**src/rtl/news_phase_scheduler_if.sv**
```systemverilog
// Sensor-request / light-output bundle between the intersection scheduler and its neighbours.
// master: sensor side driving req; slave: the scheduler driving lights and status.
interface news_phase_scheduler_if;
    logic [3:0] req;
    logic [1:0] light_n;
    logic [1:0] light_e;
    logic [1:0] light_w;
    logic [1:0] light_s;
    logic [3:0] grant;
    logic [1:0] phase;
    logic [3:0] pending;

    modport master (
        output req,
        input  light_n, light_e, light_w, light_s, grant, phase, pending
    );

    modport slave (
        input  req,
        output light_n, light_e, light_w, light_s, grant, phase, pending
    );
endinterface

```
**src/rtl/news_phase_scheduler.sv**
```systemverilog
// Four-approach round-robin green scheduler with min/max green, yellow and all-red timing.
// Outputs are decoded from state/owner registers only, so they move on the state edge.
module news_phase_scheduler #(
    parameter int MIN_GREEN = 30,
    parameter int MAX_GREEN = 55,
    parameter int YELLOW_T  = 5,
    parameter int ALLRED_T  = 2,
    parameter int CNT_W     = 8
) (
    input  logic                  clk,
    input  logic                  clear_n,
    news_phase_scheduler_if.slave bus
);
    typedef enum logic [1:0] {
        ALLRED = 2'd0,
        GREEN  = 2'd1,
        YELLOW = 2'd2
    } state_t;

    localparam logic [CNT_W-1:0] AR_END  = CNT_W'(ALLRED_T - 1);
    localparam logic [CNT_W-1:0] MIN_END = CNT_W'(MIN_GREEN - 1);
    localparam logic [CNT_W-1:0] MAX_END = CNT_W'(MAX_GREEN - 1);
    localparam logic [CNT_W-1:0] Y_END   = CNT_W'(YELLOW_T - 1);
    localparam logic [CNT_W-1:0] ONE     = CNT_W'(1);

    state_t           state, state_nxt;
    logic [CNT_W-1:0] timer, timer_nxt;
    logic [3:0]       pending, pending_nxt;
    logic [1:0]       last, last_nxt;   // doubles as the current owner while not ALLRED
    logic [3:0]       owner_oh, grant_clr, set_mask;
    logic [1:0]       winner;
    logic             others;

    assign owner_oh = 4'b0001 << last;
    assign others   = |(pending & ~owner_oh);

    // Scan from last+4 (= last, lowest priority) down to last+1 so the nearest successor wins.
    always_comb begin
        logic [1:0] idx;
        winner = last;
        for (int k = 4; k >= 1; k--) begin
            idx = last + 2'(k);
            if (pending[idx]) winner = idx;
        end
    end

    always_comb begin
        state_nxt = state;
        timer_nxt = timer;
        last_nxt  = last;
        grant_clr = 4'b0000;
        case (state)
            ALLRED: begin
                if (timer >= AR_END) begin
                    if (|pending) begin
                        state_nxt = GREEN;
                        last_nxt  = winner;
                        timer_nxt = '0;
                        grant_clr = 4'b0001 << winner;
                    end
                end else begin
                    timer_nxt = timer + ONE;
                end
            end
            GREEN: begin
                if (timer >= MIN_END && others && (!bus.req[last] || timer >= MAX_END)) begin
                    state_nxt = YELLOW;
                    timer_nxt = '0;
                end else if (timer < MAX_END) begin
                    timer_nxt = timer + ONE;
                end
            end
            YELLOW: begin
                if (timer >= Y_END) begin
                    state_nxt = ALLRED;
                    timer_nxt = '0;
                end else begin
                    timer_nxt = timer + ONE;
                end
            end
            default: begin
                state_nxt = ALLRED;
                timer_nxt = '0;
            end
        endcase
    end

    // The green owner's own request is ignored; clear on grant beats a same-edge set.
    assign set_mask    = (state == GREEN) ? ~owner_oh : 4'b1111;
    assign pending_nxt = (pending | (bus.req & set_mask)) & ~grant_clr;

    always_ff @(posedge clk or negedge clear_n) begin
        if (!clear_n) begin
            state   <= ALLRED;
            timer   <= '0;
            pending <= '0;
            last    <= 2'd3;
        end else begin
            state   <= state_nxt;
            timer   <= timer_nxt;
            pending <= pending_nxt;
            last    <= last_nxt;
        end
    end

    logic [3:0][1:0] lights;
    logic [1:0]      phase_code;
    logic            active;

    always_comb begin
        phase_code = 2'd0;
        case (state)
            GREEN:   phase_code = 2'd1;
            YELLOW:  phase_code = 2'd2;
            default: phase_code = 2'd0;
        endcase
    end

    assign active = (state == GREEN) || (state == YELLOW);

    always_comb begin
        for (int i = 0; i < 4; i++) begin
            lights[i] = 2'd0;
            if (active && last == 2'(i))
                lights[i] = (state == GREEN) ? 2'd2 : 2'd1;
        end
    end

    assign bus.light_n = lights[0];
    assign bus.light_e = lights[1];
    assign bus.light_w = lights[2];
    assign bus.light_s = lights[3];
    assign bus.grant   = active ? owner_oh : 4'b0000;
    assign bus.phase   = phase_code;
    assign bus.pending = pending;
endmodule

```
**src/flat_wrapper.sv**
```systemverilog
// flat-port wrapper written by rule: the top's interface ports become plain ports
module news_phase_scheduler_flat 
#(
    parameter int MIN_GREEN = 30,
    parameter int MAX_GREEN = 55,
    parameter int YELLOW_T  = 5,
    parameter int ALLRED_T  = 2,
    parameter int CNT_W     = 8
)
  (clk, clear_n, bus_req, bus_light_n, bus_light_e, bus_light_w, bus_light_s, bus_grant, bus_phase, bus_pending);
  news_phase_scheduler_if bus_i ();
  input  logic clk;
  input  logic clear_n;
  input wire logic [$bits(bus_i.req)-1:0] bus_req;
  output wire logic [$bits(bus_i.light_n)-1:0] bus_light_n;
  output wire logic [$bits(bus_i.light_e)-1:0] bus_light_e;
  output wire logic [$bits(bus_i.light_w)-1:0] bus_light_w;
  output wire logic [$bits(bus_i.light_s)-1:0] bus_light_s;
  output wire logic [$bits(bus_i.grant)-1:0] bus_grant;
  output wire logic [$bits(bus_i.phase)-1:0] bus_phase;
  output wire logic [$bits(bus_i.pending)-1:0] bus_pending;
  assign bus_i.req = bus_req;
  assign bus_light_n = bus_i.light_n;
  assign bus_light_e = bus_i.light_e;
  assign bus_light_w = bus_i.light_w;
  assign bus_light_s = bus_i.light_s;
  assign bus_grant = bus_i.grant;
  assign bus_phase = bus_i.phase;
  assign bus_pending = bus_i.pending;
  news_phase_scheduler #(.MIN_GREEN(MIN_GREEN), .MAX_GREEN(MAX_GREEN), .YELLOW_T(YELLOW_T), .ALLRED_T(ALLRED_T), .CNT_W(CNT_W)) u_core (.clk(clk), .clear_n(clear_n), .bus(bus_i));
endmodule
```
**config.mk**
```make
export PLATFORM = sky130hd
export DESIGN_NAME = news_phase_scheduler_flat
export DESIGN_NICKNAME = d
export VERILOG_FILES = /design/src/rtl/news_phase_scheduler_if.sv /design/src/rtl/news_phase_scheduler.sv /design/src/flat_wrapper.sv
export SDC_FILE = /design/constraint.sdc
export NUM_CORES = 1
export LEC_CHECK = 0
export ABC_AREA = 1
export CAP_MARGIN = 20
export CORE_MARGIN = 3
export CORE_UTILIZATION = 57
export CTS_CLUSTER_SIZE = 40
export DETAILED_ROUTE_END_ITERATION = 6
export PLACE_DENSITY = 0.89
export SLEW_MARGIN = 10
export SYNTH_ARGS = -nofsm -noshare
export SYNTH_HDL_FRONTEND = slang
export SYNTH_SLANG_ARGS = --single-unit
```
**constraint.sdc**
```tcl
create_clock -name clk -period 5.3 [get_ports clk]
set_input_delay 1.325 -clock clk [delete_from_list [all_inputs] [get_ports clk]]
set_output_delay 1.325 -clock clk [all_outputs]
set_load 0.03 [all_outputs]
```
==> qor.txt <==
status: completed
worst reg2reg path depth: 9
fill count: 200
Final nets: 259
initial antenna violation count: 0
most frequent cell on the critical path: inv_1
die boundary width: 55.8 µm
Fmax: 0.288 GHz
router iterations before antenna repair: 4
ys flop type: dfrtp_1
Detail Route Antenna Nets: 0
Register Area: 403 µm²
P_int: 445 µW
top cell type by total area after synthesis: dfrtp_1
Hold Path Class: reg -> reg
yosys warns: 0
delay-heaviest family, CP: buffers and inverters
Crit. End Element: output port
most frequent cell after synthesis: nand2_1
Net Sw Frac: 53.8%
grt total ovfl: 0
Worst-Margin Slew: 0.738 ns
Crit path buffers/inverters: 3
cell total after placement: 264
final hold slack: 0.510 ns
fin util: 74.3%
Post-synth top cells: nand2_1, inv_1, nor2_1, dfrtp_1
clk slew on worst S/H paths: 0.09 ns
Tcrit/Tclk final: 65.6%
Max FO, Critical Path: 13
fraction of layout instances using a drive strength above 1: 7.50%
PwrDens: 569 mW/mm²
Top Ports: 24
CP peak stage delay: 0.66 ns
Chip Height: 55.8 µm
Worst EP arrival: 2.15 ns
Total Neg Setup Slack: 0 ns
Flop pwr share: 21.8%
initial DRC count: 50
Root Buffer: clkbuf_4
Slowest-stage cell, CP: clkdlybuf4s50_1
CTS sink cnt: 16
vias in the first global route: 1243
non-filler instance count after layout: 268
Post-synth EDFFs: 0
combinational share of power: 69.7%
TritonCTS Buffers: 3
r2r setup slk: 3.20 ns
Placer Congestion: 0.882
Net Sw Power: 517 µW
Area Overhead vs Synth: 19.7%
PortBufs: 23
Worst R2R End: u_core.bus.pending[2]
Hold Crit Depth: 2
pin count of the biggest net entering global routing: 17
H-tree depth: 1
placement row count: 17
worst setup margin: 1.82 ns
Initial Util: 62.1%
post-DR vias/cell: 5.07
clk_lat worst skew: 0.29 ns
worst hold endpoint: u_core.timer[6]
Via Count: 1360
worst-path cell chain: inv_1 -> ha_1 -> nand2_1 -> inv_1 -> clkdlybuf4s50_1
Final setup viols: 0
RSZ-0062 raised after global routing: false
DRT Wirelength: 3090 µm
total power draw: 962 µW
DRC Markers: 0
Multi-input gate area: 792 µm²
sequential cell area fraction in the yosys report: 28.5%
critical path required time: 3.97 ns
first-pass GRT wire length: 5510 µm
Static Leak: 0.976 nW
peak supply drop: 0.502 mV
headroom to the max-slew limit: 50.6%
die area: 0.00311 mm²
Hold Path Origin: u_core.timer[6]
Setup Buffers After CTS: 0
core area: 0.00228 mm²
CTS tree: yes
post-DP HPWL: 2450 µm
Fin. Hold Viols: 0
post_cts resized: 0
max-cap check violation count: 0
max-slew violation count: 0
# diodes: 0
fin crit period: 3.48 ns
mapped cell area: 0.00141 mm²
GRT Overall Usage: 21.7%
synthesized flop and latch total: 16
syn_nets: 234
post-route cell area: 0.00169 mm²
DR WL/cell: 11.5 µm
clk_skew: 0.00131 ns
Async SR Flop Fraction: 100%
hold buffers post-CTS: 0
Area contributors post-synth: dfrtp_1, nand2_1, inv_1
synthesized instance count: 216
Crit Path Category: reg -> out
Worst path depth: 5
share of the synthesized area in the top cell type: 24.8%
Clock power frac: 8.5%
syn avg cell area: 6.54 µm²
Yosys cell types: 27
Longest Clk Path Bufs: 2
Worst setup SP type: register
Reg-to-Reg Start: u_core.last[0]
Area after DPL: 0.00165 mm²
Placement Setup Slack: 2.14 ns
crit path launch: u_core.state[1]
[flip-flops by register name, indices dropped and copies added (netlist names)]
| register | cells |
|---|---|
| u_core.timer | 8 |
| u_core.bus.pending | 4 |
| u_core.last | 2 |
| u_core.state | 2 |
[worst max path at each step]
stage | endpoint | slack (ns)
after floorplan | bus_light_n[0] | 2.73
after global placement | bus_light_n[1] | 2.18
after detailed placement | bus_light_n[1] | 2.14
after CTS | bus_light_n[1] | 1.81
after global routing | bus_light_n[1] | 1.69
final | bus_light_n[1] | 1.82
[cell type report]
class	instances	area share (%)
multi-input combinational	146	46.9
sequential	16	23.8
timing repair buffer	23	13.6
inverter	51	11.5
clock buffer	4	2.15
tap	28	2.07
[cells in the final DEF (no fill, tap or decap)]
master | synthesis | final
xor2_1 | 4 | 4
a21oi_4 | 1 | 1
nand3_1 | 12 | 12
clkbuf_4 | 0 | 3
ha_1 | 12 | 12
inv_2 | 1 | 1
a21boi_1 | 1 | 1
o21ai_1 | 4 | 4
nor3_2 | 1 | 1
nand4_1 | 7 | 7
clkdlybuf4s50_1 | 0 | 23
clkinv_1 | 2 | 2
nand2_2 | 2 | 2
nor2_4 | 2 | 2
clkbuf_8 | 0 | 1
nor3_1 | 2 | 2
or2_4 | 1 | 1
inv_4 | 1 | 1
o21ai_0 | 4 | 4
a21oi_1 | 6 | 6
dfrtp_1 | 14 | 14
a31oi_2 | 1 | 1
nor2_1 | 17 | 17
nand2_1 | 67 | 67
dfstp_2 | 2 | 2
inv_1 | 47 | 47
o21ai_2 | 2 | 2
[worst reg2reg max path: cells and delay by family (launching register included)]
kind / cells / cell delay, ns
DFF: 1 / 0.67
and+or+nand+nor: 5 / 0.69
adders and majority gates: 1 / 0.39
buffers and inverters: 3 / 0.25
[cell families after synthesis]
group / share of synthesized area [%]
AO/OA/AOI/OAI: 8.77
XOR/XNOR: 2.48
adder cells (fa/ha/maj): 10.6
buffers and inverters: 15.4
flip-flops: 28.5
AND/OR/NAND/NOR: 34.2
[power groups by stage]
stage / Sequential [mW] / Clock, mW / Combinational, mW
floorplan: 0.207 / 0 / 0.488
global placement: 0.209 / 0 / 0.647
detailed placement: 0.211 / 0 / 0.664
CTS: 0.209 / 0.0828 / 0.670
global route: 0.217 / 0.0886 / 0.748
finish: 0.210 / 0.0814 / 0.670
[layer usage]
| layer | vias up | global-route usage [%] | part of all wire, % |
|---|---|---|---|
| met5 | - | 0 | 0 |
| met2 | 37 | 33.8 | 46 |
| met4 | 0 | 4.17 | 0.74 |
| met1 | 615 | 31.5 | 47 |
| met3 | 4 | 3.71 | 5.9 |
| li1 | 704 | - | - |
(Power assumes the default switching activity.)
